File: config.mk
export PLATFORM = sky130hd
export DESIGN_NAME = mem_arbiter
export DESIGN_NICKNAME = d
export VERILOG_FILES = /design/src/rtl/mem_arb_pkg.sv /design/src/rtl/mem_arb_prio.sv /design/src/rtl/mem_arbiter.sv
export SDC_FILE = /design/constraint.sdc
export NUM_CORES = 1
export LEC_CHECK = 0
export ABC_CLOCK_PERIOD_IN_PS = 13490
export BUFFER_PORTS_ARGS = -buffer_cell sky130_fd_sc_hd__buf_2
export CORE_MARGIN = 8
export CORE_UTILIZATION = 30
export DETAILED_ROUTE_END_ITERATION = 16
export GPL_TIMING_DRIVEN = 1
export PLACE_DENSITY = 0.58
export SLEW_MARGIN = 20
export SYNTH_ARGS = -nofsm -noshare
export SYNTH_HDL_FRONTEND = slang
export SYNTH_SLANG_ARGS = --single-unit
File: constraint.sdc
create_clock -name i_clk -period 13.49 [get_ports i_clk]
set_clock_uncertainty 0.15 [all_clocks]
set_input_delay 1.349 -clock i_clk [delete_from_list [all_inputs] [get_ports i_clk]]
set_output_delay 1.349 -clock i_clk [all_outputs]
set_load 0.02 [all_outputs]
File: src/rtl/mem_arb_pkg.sv
// rtl/mem_arb_pkg.sv - shared state, owner and timing constants for mem_arbiter
package mem_arb_pkg;

    typedef enum logic [1:0] {
        ARB_IDLE  = 2'd0,
        ARB_ISSUE = 2'd1,
        ARB_WAIT  = 2'd2
    } arb_state_e;

    // Registered owner of the single outstanding memory transaction
    localparam logic OWN_FETCH = 1'b0;
    localparam logic OWN_DATA  = 1'b1;

    // One-hot grant vector: bit 0 fetch, bit 1 data
    localparam logic [1:0] GNT_NONE  = 2'b00;
    localparam logic [1:0] GNT_FETCH = 2'b01;
    localparam logic [1:0] GNT_DATA  = 2'b10;

    localparam int DEFAULT_TIMEOUT_CYCLES = 64;

endpackage

File: src/rtl/mem_arb_prio.sv
// rtl/mem_arb_prio.sv - grant select; MEM_ARBITER_ROUND_ROBIN_EN enables round-robin
module mem_arb_prio
    import mem_arb_pkg::*;
(
    input  logic       if_req,
    input  logic       d_req,
    input  logic       last_owner,
    output logic [1:0] grant
);

`ifdef MEM_ARBITER_ROUND_ROBIN_EN
    // On contention the requester that did not win last time goes first
    always_comb begin
        grant = GNT_NONE;
        if (if_req && d_req) begin
            grant = (last_owner == OWN_DATA) ? GNT_FETCH : GNT_DATA;
        end else if (d_req) begin
            grant = GNT_DATA;
        end else if (if_req) begin
            grant = GNT_FETCH;
        end
    end
`else
    logic unused_last_owner;
    assign unused_last_owner = last_owner;

    // Data side always wins a tie
    always_comb begin
        grant = GNT_NONE;
        if (d_req) begin
            grant = GNT_DATA;
        end else if (if_req) begin
            grant = GNT_FETCH;
        end
    end
`endif

endmodule

File: src/rtl/mem_arbiter.sv
// rtl/mem_arbiter.sv - fetch/data shared memory port arbiter; MEM_ARBITER_ROUND_ROBIN_EN selects round-robin
module mem_arbiter
    import mem_arb_pkg::*;
#(
    parameter int TIMEOUT_CYCLES = DEFAULT_TIMEOUT_CYCLES
) (
    input  logic        i_clk,
    input  logic        i_rst,
    input  logic        i_if_req,
    input  logic [31:0] i_if_addr,
    output logic        o_if_ready,
    output logic        o_if_valid,
    output logic [31:0] o_if_rdata,
    output logic        o_if_err,
    input  logic        i_d_req,
    input  logic        i_d_wen,
    input  logic [31:0] i_d_addr,
    input  logic [31:0] i_d_wdata,
    input  logic [3:0]  i_d_mask,
    output logic        o_d_ready,
    output logic        o_d_valid,
    output logic [31:0] o_d_rdata,
    output logic        o_d_err,
    output logic        o_mem_req,
    output logic        o_mem_wen,
    output logic [31:0] o_mem_addr,
    output logic [31:0] o_mem_wdata,
    output logic [3:0]  o_mem_mask,
    input  logic        i_mem_ready,
    input  logic        i_mem_valid,
    input  logic [31:0] i_mem_rdata
);

    localparam logic [1:0]  IDLE  = ARB_IDLE;
    localparam logic [1:0]  ISSUE = ARB_ISSUE;
    localparam logic [1:0]  WAIT  = ARB_WAIT;
    localparam logic        TIMEOUT_ON   = (TIMEOUT_CYCLES != 0);
    localparam logic [31:0] TIMEOUT_LAST = 32'(TIMEOUT_CYCLES - 1);

    logic [1:0]  state;
    logic        owner;
    logic        req_wen;
    logic [31:0] req_addr;
    logic [31:0] req_wdata;
    logic [3:0]  req_mask;
    logic [31:0] wait_cnt;

    logic        if_valid;
    logic        if_err;
    logic [31:0] if_rdata;
    logic        d_valid;
    logic        d_err;
    logic [31:0] d_rdata;

    logic [1:0]  grant;
    logic        in_idle;
    logic        in_issue;
    logic        in_wait;
    logic        timeout_hit;
    logic        done_ok;
    logic        done_to;

    mem_arb_prio u_prio (
        .if_req     (i_if_req),
        .d_req      (i_d_req),
        .last_owner (owner),
        .grant      (grant)
    );

    assign in_idle  = (state == IDLE);
    assign in_issue = (state == ISSUE);
    assign in_wait  = (state == WAIT);

    // The last WAIT cycle before giving up is the one where the count hits TIMEOUT-1
    assign timeout_hit = TIMEOUT_ON && (wait_cnt == TIMEOUT_LAST);
    assign done_ok     = (in_issue && i_mem_ready && i_mem_valid) || (in_wait && i_mem_valid);
    assign done_to     = in_wait && !i_mem_valid && timeout_hit;

    // Ready is masked by reset so the outputs are quiet while reset is held
    assign o_if_ready  = !i_rst && in_idle && grant[0];
    assign o_d_ready   = !i_rst && in_idle && grant[1];

    assign o_mem_req   = in_issue;
    assign o_mem_wen   = req_wen;
    assign o_mem_addr  = req_addr;
    assign o_mem_wdata = req_wdata;
    assign o_mem_mask  = req_mask;

    assign o_if_valid  = if_valid;
    assign o_if_err    = if_err;
    assign o_if_rdata  = if_rdata;
    assign o_d_valid   = d_valid;
    assign o_d_err     = d_err;
    assign o_d_rdata   = d_rdata;

    // Transaction sequencing: capture the grant, hold the request, wait for the reply
    always_ff @(posedge i_clk or posedge i_rst) begin
        if (i_rst) begin
            state     <= IDLE;
            owner     <= OWN_FETCH;
            req_wen   <= 1'b0;
            req_addr  <= 32'd0;
            req_wdata <= 32'd0;
            req_mask  <= 4'd0;
            wait_cnt  <= 32'd0;
        end else begin
            case (state)
                IDLE: begin
                    if (grant[1]) begin
                        owner     <= OWN_DATA;
                        req_wen   <= i_d_wen;
                        req_addr  <= i_d_addr;
                        req_wdata <= i_d_wdata;
                        req_mask  <= i_d_mask;
                        state     <= ISSUE;
                    end else if (grant[0]) begin
                        owner     <= OWN_FETCH;
                        req_wen   <= 1'b0;
                        req_addr  <= i_if_addr;
                        req_wdata <= 32'd0;
                        req_mask  <= 4'b1111;
                        state     <= ISSUE;
                    end
                end
                ISSUE: begin
                    if (i_mem_ready) begin
                        wait_cnt <= 32'd0;
                        state    <= i_mem_valid ? IDLE : WAIT;
                    end
                end
                WAIT: begin
                    if (done_ok || done_to) begin
                        state <= IDLE;
                    end else if (TIMEOUT_ON) begin
                        wait_cnt <= wait_cnt + 32'd1;
                    end
                end
                default: state <= IDLE;
            endcase
        end
    end

    // Response pulses to the owner; rdata holds until the owner's next response
    always_ff @(posedge i_clk or posedge i_rst) begin
        if (i_rst) begin
            if_valid <= 1'b0;
            if_err   <= 1'b0;
            if_rdata <= 32'd0;
            d_valid  <= 1'b0;
            d_err    <= 1'b0;
            d_rdata  <= 32'd0;
        end else begin
            if_valid <= 1'b0;
            if_err   <= 1'b0;
            d_valid  <= 1'b0;
            d_err    <= 1'b0;
            if (done_ok || done_to) begin
                if (owner == OWN_DATA) begin
                    d_valid <= 1'b1;
                    d_err   <= done_to;
                    d_rdata <= (done_to || req_wen) ? 32'd0 : i_mem_rdata;
                end else begin
                    if_valid <= 1'b1;
                    if_err   <= done_to;
                    if_rdata <= done_to ? 32'd0 : i_mem_rdata;
                end
            end
        end
    end

endmodule

Yosys cells after proc, flatten, opt, wreduce, memory -nomap -nowiden. Cells that the tools add are included.

Logic and storage cells: 73. Bits in latches: 0. Bits of input ports: 139. Flip-flop bits (word level): 172. RAM bits: 0. ROM bits: 0. Memories: 0.

Bitwise logic cells: 1. Multiplexer cells: 30. Reduce and logical (&&, ||, !) cells: 21. Magnitude comparators: 0. Add/sub/neg operators: 1. Shifts and indexed selects: 0. Multipliers: 0. Equality and inequality tests: 7. Div/mod/pow operators: 0.

Operators with widths (count): two-way mux 32 bit (8); case mux 32 bit (2 select lines) (1); adder 32 x 1 -> 32 bit (second input constant) (1); == test 32 x 6 -> 1 bit (second input constant) (1); two-way mux 1 bit (12); two-way mux 2 bit (6); logical AND 1 bit (8); two-way mux 4 bit (2); case mux 2 bit (3 select lines) (1); AND reduction 2 bit (3); AND reduction 3 bit (2); != test 2 bit (second input constant) (2); nonzero test 2 bit (2); logical OR 1 bit (3); != test 3 bit (second input constant) (1); == test 2 x 1 -> 1 bit (second input constant) (1); == test 2 bit (second input constant) (1); zero test 1 bit (2); zero test 2 bit (1); != test 2 x 1 -> 1 bit (second input constant) (1); NOT 1 bit (1).

Logic depth before layout (Yosys ltp). Gate-level depths: netlist of the first run.

Depth after elaboration: 7. Gate-level depth with buffers: 8. Gate-level depth less buffers: 6.

Cells and area by module. From an unflattened synthesis of the first run, not the netlist that was laid out.

Cell total of the unflattened synthesis: 695. Area total of the unflattened synthesis: 7692.4 um2.

Modules (own cells, without submodules): mem_arbiter (area each 7671.1 um2, times used 1, sequential area each 4304.1 um2, cells an instance 693); mem_arb_prio (area each 21.3 um2, times used 1, sequential area each 0.0 um2, cells an instance 2).

Worst setup path before layout of the first run. Ideal clock, no wire load.

Path type: in2out. From: input i_d_req. To: output o_if_ready. Path buffers: 2. Stages on the path: 3. Path slack: 9577 ps. Arrival: 2414 ps. Path through: clkbuf_1 -> buf_1 -> nor3_1.

Longest elaborated chain between the ends: 2.

Ends and longest elaborated chain: start, declared (line mem_arbiter.sv:15) `input logic i_d_req,`; two-way mux 2 bit (line mem_arb_prio.sv:30) `if (d_req) begin`; logical AND 1 bit (line mem_arbiter.sv:80) `assign o_if_ready = !i_rst && in_idle && grant[0];`; end, declared (line mem_arbiter.sv:11) `output logic o_if_ready,`.

Every way passes these cells.

Worst setup path in the final report of the first run.
From: input i_d_req. To: output o_d_ready.

Longest elaborated chain between the ends: 2.

Ends and longest elaborated chain: two-way mux 2 bit (line mem_arb_prio.sv:30); logical AND 1 bit (line mem_arbiter.sv:81) `assign o_d_ready = !i_rst && in_idle && grant[1];`; end, declared (line mem_arbiter.sv:20) `output logic o_d_ready,`.

Every way passes these cells.

==> results of run 1 <==
## critical path, delay by kind of cell
| kind | cells | cell delay (ns) |
|---|---|---|
| buf+inv | 3 | 0.75 |
| simple gates | 2 | 0.46 |
## sequential cells by signal (all words and copies together), names as in the netlist
register and count:
owner 1, o_mem_mask 4, o_if_rdata 32, o_d_rdata 32
o_mem_wdata 32, o_mem_addr 32, state 2, wait_cnt 32
o_d_valid 1, o_d_err 1, o_if_valid 1, o_if_err 1
o_mem_wen 1
## synthesized netlist by cell type, types with 2 or more instances
cell type / instances
a21oi_1: 2
buf_4: 3
nand4_1: 15
mux2i_1: 44
o41ai_1: 3
nor4_1: 10
and3_1: 2
nor2_1: 15
buf_2: 6
buf_6: 8
or4_1: 5
buf_1: 4
o311ai_0: 5
and4_1: 3
dfrtp_1: 172
xor2_1: 3
inv_1: 69
nand3_1: 81
a22o_1: 33
o211ai_1: 6
nand2b_1: 2
a21o_1: 3
o21ai_0: 87
nand2_1: 61
o22a_1: 4
clkbuf_1: 25
o31ai_1: 4
or3_1: 2
o21ai_1: 15
nor3b_1: 3
and2_1: 4
o41ai_2: 2
nor3_1: 7
## power by group through the flow
stage	registers [mW]	logic [mW]	clock network, mW
after floorplan	1.04	0.227	0
after global placement	0.822	0.741	0
after detailed placement	0.819	0.754	0
after CTS	0.815	0.753	0.519
after global routing	0.839	0.808	0.540
final	0.813	0.735	0.504
## path summary, 6_finish.rpt
check                      cells past startpoint  slack, ns                          end                 startpoint
min reg2reg                                    2       0.33    o_mem_addr[6]$_DFFE_PP0P_  o_mem_addr[6]$_DFFE_PP0P_
max in group asynchronous                      3      11.00    o_d_rdata[23]$_DFFE_PP0P_                      i_rst
min in group asynchronous                      2       0.93  o_mem_wdata[10]$_DFFE_PP0P_                      i_rst
max reg2reg                                    6      10.29    o_d_rdata[11]$_DFFE_PP0P_       state[0]$_DFFE_PP0P_
max                                            5       9.43                    o_d_ready                    i_d_req
min                                            2       0.33    o_mem_addr[6]$_DFFE_PP0P_  o_mem_addr[6]$_DFFE_PP0P_
## cell type report
class	instances	area, µm²
Tap cell	330	413
Clock inverter	14	175
Clock buffer	18	429
Inverter	69	267
Sequential cell	172	4300
Multi-Input combinational cell	441	2780
Timing Repair Buffer	286	1450
Fill cell	2529	15100
## layout by cell type (no fill, tap or decap), drive strengths merged, types with 2 or more instances in the layout
master	count
xor2	3
dfrtp	172
buf	286
nand3	81
o31ai	4
or3	2
nand4	15
nor3	7
a31o	2
o21ai	102
a21oi	3
inv	75
clkbuf	18
nand2b	2
nor2	15
and3	3
a22o	33
clkinv	6
or4	6
o211ai	6
a21o	3
and2	4
and4	3
o41ai	5
nand2	61
o311ai	5
o22a	4
nor3b	3
mux2i	44
nor4	10
## metrics by stage
| stage | util (%) | hold slack (ns) | power (mW) | std cells | setup WS, ns |
|---|---|---|---|---|---|
| global route | 39.3 | 0.348 | 2.19 | 1330 | 9.32 |
| floorplan | - | 0.294 | 1.26 | 728 | 7.33 |
| global placement | 36.9 | 0.306 | 1.56 | 1298 | 9.38 |
| finish | 39.3 | 0.325 | 2.05 | 1330 | 9.43 |
| detailed placement | 36.9 | 0.315 | 1.57 | 1298 | 9.32 |
| CTS | 39.3 | 0.332 | 2.09 | 1330 | 9.40 |
## layer usage
| layer | share of wire [%] | GRT usage, % | up-vias |
|---|---|---|---|
| met5 | 0.15 | 0 | - |
| met4 | 1.6 | 4.77 | 6 |
| met3 | 9.1 | 6.34 | 24 |
| met2 | 46 | 23.0 | 251 |
| met1 | 44 | 18.1 | 2999 |
| li1 | - | - | 3100 |
## kinds of logic (layout without fill, tap and decap cells)
group	after synthesis	count (layout)	share of synthesized area (%)
XOR/XNOR	3	3	0.348
multiplexers	44	44	5.84
flip-flops	172	172	57.1
buffers and inverters	115	387	6.77
AO/OA/AOI/OAI	177	177	15.4
AND/OR/NAND/NOR	216	216	14.4
adder cells (fa/ha/maj)	1	1	0.166
==> impl_metrics.csv, run 1 <==
group,metric,value,unit
synthesis,synth_edf_count,0,
critical_path,cp.arrival,2.56,ns
synthesis,mappedNetlistNets,868,
synthesis,synthCells,728,
clock_network,cts.sinks,172,
clock_network,postCtsResizedCells,0,
pwr,swShare,40.9,%
synthesis,yosysTopAreaCell,"dfrtp_1",
global_route,grt_use_total,14.8,%
placed_design,hpwl,16600,µm
pwr,switchingPower,0.839,mW
clock_network,clock_latency,0.42,ns
routing,postRouteAntennaNets,0,
clock_network,cts_buffers,17,
timing,finalSetupViolCount,0,
timing,finalSetupTns,0,ns
pwr,p_comb_share,35.8,%
global_route,grt-ovfl-total,0,
critical_path,cp_common_cell,"buf_2",
layout,nNetsFinal,1127,
routing,avgViaCountPerCell,4.80,
clock_network,clk_pin_slew,0.07,ns
global_route,grt_pass1_wl,36400,µm
clock_network,post_cts_buffers,0,
synthesis,yosys-top-cells-area,"dfrtp_1 57%, mux2i_1 5.8%, o21ai_0 5.8%",
routing,drt_pass1_iterations,4,
synthesis,yosysTopAreaCellShare,57.1,%
layout,finalInstanceArea,9820,µm²
pwr,p_int,1.21,mW
floorplanning,dieArea,30500,µm²
synthesis,ys_ff_latch,172,
global_route,grt_max_degree,115,
critical_path,cp-start-kind,"input port",
critical_path,crit_fanout,38,
placed_design,io_buffers,278,
pwr,p_leak,4.99,nW
min_path,hold_path_class,"register to register",
critical_path,setup.worst_path.class,"input port to primary output",
clock_network,cts_max_level,4,
routing,vias,6380,
pwr,vdd_drop_max,96.9,µV
critical_path,slowest_stage,"buf_4",
placed_design,placed_cell_area,9210,µm²
timing,max_freq,246,MHz
floorplanning,core.rowCount,58,
timing,min_period_over_period,30.1,%
floorplanning,die_w,175,µm
global_route,grt_pass1_vias,6601,
routing,routed_wl,22700,µm
job,maxCapViolCount,0,
routing,drt_iter0_drc,415,
synthesis,async_flop_share,100,%
timing,slew_headroom,31.0,%
clock_network,cts.path.max_buffers,2,
floorplanning,num_io_pins,279,
synthesis,avgSynthCellArea,10.4,µm²
layout,synthToLayoutAreaGrowth,30.2,%
placed_design,gp_congestion,0.816,
clock_network,root_buffer,"clkbuf_16",
pwr,powerDensity,209,nW/µm²
pwr,p_clk_share,24.5,%
critical_path,cp_data_required_time,11.99,ns
clock_network,holdBufCountCts,0,
timing,drv_slew,0,
routing,drt-wirelength-per-cell,17.1,µm
global_route,antenna_found_initial,3,
layout,antenna_cells,0,
synthesis,ys_warn_count,0,
synthesis,ys.flop_type,"dfrtp_1",
critical_path,slowest_delay,0.49,ns
floorplanning,fp.dieH,175,µm
clock_network,cts_tree,"yes",
routing,drc,0,
pwr,pwr-share-seq,39.6,%
layout,drive_above_1_share,32.7,%
critical_path,crit_chain,"buf_2 -> buf_4 -> nand2_1 -> nor2_1 -> buf_2",
synthesis,netlist_area,7540,µm²
timing,worst_pin_slew,1.03,ns
timing,rsz0062_at_grt,"false",
timing,finalCriticalPeriod,4.06,ns
synthesis,synth.distinct_cells,53,
timing,hold_violations,0,
outcome,status,"completed",
floorplanning,initial_core_util,30.2,%
floorplanning,core-area,25000,µm²
synthesis,synth.yosys.seq_area_share,57.1,%
critical_path,endpoint_kind,"primary output",
No activity file was read; power rests on OpenSTA's default activity.
==> run 2, diff against run 1 <==
--- a/config.mk
+++ b/config.mk
@@ -5,7 +5,7 @@
 export SDC_FILE = /design/constraint.sdc
 export NUM_CORES = 1
 export LEC_CHECK = 0
-export ABC_CLOCK_PERIOD_IN_PS = 13490
+export ABC_CLOCK_PERIOD_IN_PS = 3800
 export BUFFER_PORTS_ARGS = -buffer_cell sky130_fd_sc_hd__buf_2
 export CORE_MARGIN = 8
 export CORE_UTILIZATION = 30
==> constraint.sdc (replaced) <==
create_clock -name i_clk -period 3.8 [get_ports i_clk]
set_clock_uncertainty 0.15 [all_clocks]
set_input_delay 0.38 -clock i_clk [delete_from_list [all_inputs] [get_ports i_clk]]
set_output_delay 0.38 -clock i_clk [all_outputs]
set_load 0.02 [all_outputs]
==> impl_metrics.csv, run 2 (synthesis gave the netlist of run 1 again) <==
group,metric,value,unit
clock_network,cts.sinks,172,
clock_network,cts_tree,"yes",
clock_network,clock_latency,0.42,ns
clock_network,post_cts_buffers,0,
timing,hold_violations,0,
clock_network,cts_max_level,4,
routing,postRouteAntennaNets,0,
floorplanning,fp.dieH,175,µm
clock_network,cts.path.max_buffers,2,
timing,slew_headroom,32.1,%
floorplanning,die_w,175,µm
layout,nNetsFinal,1148,
critical_path,setup.worst_path.class,"register to register",
pwr,vdd_drop_max,377,µV
global_route,grt-ovfl-total,0,
clock_network,clk_pin_slew,0.08,ns
pwr,total_power,7.24,mW
pwr,p_leak,5.07,nW
timing,worst_pin_slew,1.02,ns
placed_design,hpwl,16500,µm
layout,antenna_cells,0,
layout,fin_util,40.2,%
routing,drc,0,
pwr,switchingPower,2.97,mW
critical_path,r2r_end,"o_if_rdata[30]$_DFFE_PP0P_",
pwr,p_int,4.27,mW
layout,synthToLayoutAreaGrowth,33.0,%
floorplanning,initial_core_util,30.2,%
critical_path,crit_fanout,19,
pwr,p_comb_share,36.7,%
pwr,swShare,41.0,%
routing,avgViaCountPerCell,4.74,
min_path,hold_path_depth,2,
min_path,hold_end,"o_mem_wdata[21]$_DFFE_PP0P_",
critical_path,endpoint_kind,"register",
timing,finalSetupTns,0,ns
pwr,powerDensity,722,nW/µm²
timing,drv_slew,0,
outcome,status,"completed",
clock_network,cts_buffers,17,
routing,drt_iter0_drc,467,
layout,final_cell_mix,"278 x buf_2, 172 x dfrtp_1, 87 x o21ai_0",
critical_path,cp_data_required_time,3.93,ns
routing,routed_wl,22800,µm
routing,drt-wirelength-per-cell,16.8,µm
floorplanning,num_io_pins,279,
clock_network,postCtsResizedCells,0,
global_route,grt_max_degree,98,
layout,final_common_cell,"buf_2",
timing,finalCriticalPeriod,3.20,ns
floorplanning,core-area,25000,µm²
timing,max_freq,313,MHz
layout,drive_above_1_share,32.4,%
routing,vias,6397,
critical_path,cp-start-kind,"register",
job,maxCapViolCount,0,
critical_path,r2r_start,"wait_cnt[28]$_DFFE_PP0P_",
routing,drt_pass1_iterations,5,
critical_path,r2r_slack,0.60,ns
pwr,p_clk_share,23.5,%
critical_path,ff2ff_path_depth,6,
global_route,grt_pass1_vias,6587,
global_route,grt_use_total,14.8,%
placed_design,io_buffers,278,
global_route,grt_pass1_wl,36600,µm
pwr,pwr-share-seq,39.8,%
min_path,hold_path_class,"input port to register",
layout,nFillCells,2508,
min_path,worstHoldStart,"i_d_wdata[21]",
floorplanning,dieArea,30500,µm²
placed_design,gp_congestion,0.790,
clock_network,root_buffer,"clkbuf_16",
timing,finalSetupViolCount,0,
timing,rsz0062_at_grt,"false",
critical_path,cp.arrival,3.32,ns
global_route,antenna_found_initial,0,
floorplanning,core.rowCount,58,
timing,min_period_over_period,84.1,%
-- run 2: power by group through the flow --
stage	logic, mW	registers, mW	clock network, mW
final	2.66	2.88	1.70
after global routing	2.92	2.96	1.84
after CTS	2.71	2.89	1.76
after detailed placement	2.70	2.90	0
after global placement	2.67	2.91	0
after floorplan	0.807	3.67	0
-- run 2: worst max path at each step --
stage / end / cells past startpoint / start
floorplan: o_d_err$_DFF_PP0_ / 1 / i_rst
global placement: wait_cnt[10]$_DFFE_PP0P_ / 5 / wait_cnt[29]$_DFFE_PP0P_
detailed placement: o_if_rdata[30]$_DFFE_PP0P_ / 6 / wait_cnt[29]$_DFFE_PP0P_
CTS: o_if_rdata[30]$_DFFE_PP0P_ / 6 / wait_cnt[29]$_DFFE_PP0P_
global route: o_if_rdata[21]$_DFFE_PP0P_ / 6 / wait_cnt[29]$_DFFE_PP0P_
finish: o_if_rdata[30]$_DFFE_PP0P_ / 6 / wait_cnt[28]$_DFFE_PP0P_
-- run 2: what timing repair did --
item,CTS,global route
hold buffers,16,1
endpoints found under the hold margin,16,9
setup endpoints to repair,0,0
-- run 2: area by class of cell --
class | instances | area, µm² | area share [%]
multi-input combinational | 441 | 2780 | 27.7
timing repair buffer | 307 | 1700 | 17.0
sequential | 172 | 4300 | 42.9
inverter | 69 | 263 | 2.62
clock buffer | 19 | 443 | 4.42
clock inverter | 13 | 125 | 1.25
tap | 330 | 413 | 4.12
-- run 2: critical path, stage by stage, from the launching register on --
cell and delay (ns):
dfrtp_1 0.42, or4_1 0.58, or4_4 0.59, or3_1 0.74, buf_4 0.38, nand3_1 0.10, o21ai_0 0.10
-- run 2: through the flow --
step / instances / hold WS (ns) / setup WS, ns / instance area, µm²
detailed placement: 1301 / 0.317 / 0.582 / 9270
global placement: 1301 / 0.306 / 0.658 / 9270
floorplan: 728 / 0.294 / 1.07 / 7540
finish: 1351 / 0.0194 / 0.603 / 10000
global route: 1351 / 0.00202 / 0.470 / 10000
CTS: 1349 / 0.00114 / 0.573 / 10000
-- run 2: layer usage --
layer,up-vias,GRT usage [%],part of all wire (%)
met2,236,23.3,46
li1,3148,-,-
met5,-,0,0
met1,2997,19.0,45
met3,16,5.45,7.6
met4,0,3.60,1.0
==> run 3, diff against run 2 <==
--- a/config.mk
+++ b/config.mk
@@ -5,13 +5,14 @@
 export SDC_FILE = /design/constraint.sdc
 export NUM_CORES = 1
 export LEC_CHECK = 0
-export ABC_CLOCK_PERIOD_IN_PS = 3800
+export ABC_AREA = 1
+export ABC_CLOCK_PERIOD_IN_PS = 3000
 export BUFFER_PORTS_ARGS = -buffer_cell sky130_fd_sc_hd__buf_2
 export CORE_MARGIN = 8
 export CORE_UTILIZATION = 30
 export DETAILED_ROUTE_END_ITERATION = 16
 export GPL_TIMING_DRIVEN = 1
-export PLACE_DENSITY = 0.58
+export PLACE_DENSITY = 0.57
 export SLEW_MARGIN = 20
 export SYNTH_ARGS = -nofsm -noshare
 export SYNTH_HDL_FRONTEND = slang
==> constraint.sdc (replaced) <==
create_clock -name i_clk -period 3 [get_ports i_clk]
set_clock_uncertainty 0.15 [all_clocks]
set_input_delay 0.3 -clock i_clk [delete_from_list [all_inputs] [get_ports i_clk]]
set_output_delay 0.3 -clock i_clk [all_outputs]
set_load 0.02 [all_outputs]
==> impl_metrics.csv, run 3 <==
group,metric,value,unit
outcome,status,"completed",
layout,nFillCells,2658,
critical_path,r2r_slack,0.55,ns
pwr,powerDensity,904,nW/µm²
synthesis,yosysMostFrequentCell,"nand2_1",
critical_path,slowest_stage,"dfrtp_1",
routing,routed_wl,26300,µm
critical_path,slowest_delay,0.40,ns
synthesis,netlist_area,8050,µm²
global_route,grt_pass1_vias,7521,
synthesis,yosysTopAreaCell,"dfrtp_1",
synthesis,synth.yosys.seq_area_share,53.5,%
synthesis,async_flop_share,100,%
global_route,antenna_found_initial,2,
routing,drt_iter0_drc,608,
min_path,hold_path_class,"input port to register",
pwr,vdd_drop_max,383,µV
timing,min_period_over_period,81.7,%
clock_network,cts_tree,"yes",
synthesis,synthCells,985,
synthesis,synth.distinct_cells,27,
synthesis,yosysTopAreaCellShare,53.5,%
layout,final_common_cell,"nand2_1",
timing,worst_pin_slew,0.680,ns
synthesis,mappedNetlistNets,1125,
synthesis,synth_edf_count,0,
clock_network,root_buffer,"clkbuf_16",
clock_network,cts.sinks,172,
floorplanning,initial_core_util,30.2,%
floorplanning,dieArea,32300,µm²
synthesis,avgSynthCellArea,8.17,µm²
global_route,grt_pass1_wl,42500,µm
critical_path,crit_chain,"ha_1 -> nand2_2 -> nor2_4 -> nand3_1 -> nor2_2 -> nand3_2 -> nand3_2 -> inv_2 -> nand2_1 -> nand2_1",
global_route,grt-ovfl-total,0,
layout,drive_above_1_share,25.3,%
synthesis,synth_common_cells,"321 x nand2_1, 172 x dfrtp_1, 82 x inv_1",
global_route,grt_use_total,16.1,%
timing,hold_violations,0,
routing,postRouteAntennaNets,0,
job,maxCapViolCount,0,
layout,fin_util,41.6,%
clock_network,cts_max_level,4,
synthesis,ys_ff_latch,172,
layout,final_cell_mix,"319 x nand2_1, 278 x buf_2, 172 x dfrtp_1",
synthesis,yosys-top-cells-area,"dfrtp_1 53%, nand2_1 15%, nand3_1 4.9%",
clock_network,clock_latency,0.42,ns
timing,finalCriticalPeriod,2.45,ns
timing,rsz0062_at_grt,"false",
critical_path,cp-start-kind,"register",
timing,max_freq,408,MHz
routing,avgViaCountPerCell,4.60,
timing,finalSetupViolCount,0,
routing,drt_pass1_iterations,5,
routing,drc,0,
placed_design,io_buffers,278,
clock_network,postCtsResizedCells,0,
critical_path,cp_data_required_time,3.15,ns
clock_network,cts.path.max_buffers,2,
pwr,p_leak,5.96,nW
placed_design,hpwl,19000,µm
floorplanning,num_io_pins,279,
routing,vias,7669,
timing,finalSetupTns,0,ns
critical_path,crit_fanout,28,
clock_network,clk_pin_slew,0.08,ns
layout,nNetsFinal,1453,
floorplanning,core-area,26700,µm²
timing,whs,0.0143,ns
timing,drv_slew,0,
global_route,grt_max_degree,69,
routing,drt-wirelength-per-cell,15.8,µm
placed_design,gp_congestion,0.879,
layout,synthToLayoutAreaGrowth,37.6,%
synthesis,ys.flop_type,"dfrtp_1",
clock_network,cts_buffers,17,
floorplanning,die_w,180,µm
synthesis,ys_warn_count,0,
critical_path,setup.worst_path.class,"register to register",
floorplanning,fp.dieH,180,µm
critical_path,cp.arrival,2.60,ns
critical_path,endpoint_kind,"register",
floorplanning,core.rowCount,60,
timing,slew_headroom,54.6,%
[run 3: changes by cell type after synthesis, sizes merged, moves of 11 or more]
cell   before  now
mux2i      44    0
inv        69   84
nor2       15   66
nand4      15    4
xor2        3   16
nand2      61  324
o21ai     102  131
[run 3: cell families (layout without fill, tap and decap cells)]
kind of cell	after synthesis	in the layout	synth area share, %
xor gates and xnor gates	17	17	1.85
and+or+nand+nor	489	489	24.8
buffers and inverters	136	477	7.47
DFF	172	172	53.5
adders and majority gates	1	1	0.155
AOI/OAI and AO/OA	170	170	12.3
other	0	1	0
[run 3: critical path, delay by kind of cell, from the launching register on]
family	cells	cell delay, ns
flip-flops	1	0.40
buffers and inverters	1	0.32
AND/OR/NAND/NOR	8	1.23
adder cells (fa/ha/maj)	1	0.22
[run 3: cell type report]
class | instances | area (µm²) | area share, %
Tap cell | 341 | 427 | 3.85
Clock buffer | 17 | 425 | 3.84
Multi-Input combinational cell | 677 | 3150 | 28.4
Antenna cell | 1 | 2.50 | 0.0226
Clock inverter | 15 | 223 | 2.01
Sequential cell | 172 | 4300 | 38.9
Timing Repair Buffer | 361 | 2220 | 20.1
Inverter | 84 | 319 | 2.88
[run 3: stage by stage]
| stage | std cells | worst slack, ns | total power [mW] | instance area [µm²] |
|---|---|---|---|---|
| finish | 1668 | 0.548 | 10.0 | 11100 |
| global route | 1668 | 0.336 | 10.7 | 11100 |
| CTS | 1667 | 0.568 | 10.1 | 11100 |
| detailed placement | 1566 | 0.565 | 7.62 | 9730 |
| global placement | 1566 | 0.619 | 7.56 | 9730 |
| floorplan | 985 | 0.353 | 6.11 | 8060 |
[run 3: path summary, 6_finish.rpt]
| path | start | to | cells past startpoint |
|---|---|---|---|
| max | wait_cnt[0]$_DFFE_PP0P_ | wait_cnt[21]$_DFFE_PP0P_ | 10 |
| min | i_mem_rdata[22] | o_if_rdata[22]$_DFFE_PP0P_ | 3 |
| max reg2reg | wait_cnt[0]$_DFFE_PP0P_ | wait_cnt[21]$_DFFE_PP0P_ | 10 |
| min reg2reg | owner$_DFFE_PP0P_ | o_if_err$_DFF_PP0_ | 1 |
| max in group asynchronous | i_rst | o_if_rdata[6]$_DFFE_PP0P_ | 4 |
| min in group asynchronous | i_rst | o_mem_addr[21]$_DFFE_PP0P_ | 3 |
[run 3: layer usage]
layer / routed length [µm] / share of wire [%] / vias to the layer above / global-route usage [%]
met4: 554 / 2.1 / 2 / 5.07
met1: 12200 / 46 / 3556 / 21.3
met2: 12000 / 45 / 230 / 25.2
met3: 1650 / 6.3 / 35 / 4.40
met5: 9 / 0.034 / - / 0
li1: - / - / 3846 / -
[run 3: repair_timing]
action / CTS / global route
hold endpoints to repair: 100 / 0
hold buffers: 69 / 0
setup buffers: 0 / 0
[run 3: report_power, final]
group | internal (mW) | total (mW) | switching [mW] | leakage (nW)
Clock | 1.30 | 2.39 | 1.09 | 0.311
Sequential | 3.17 | 3.65 | 0.479 | 2.21
Combinational | 1.31 | 3.98 | 2.67 | 3.44
Total | 5.78 | 10.0 | 4.24 | 5.96
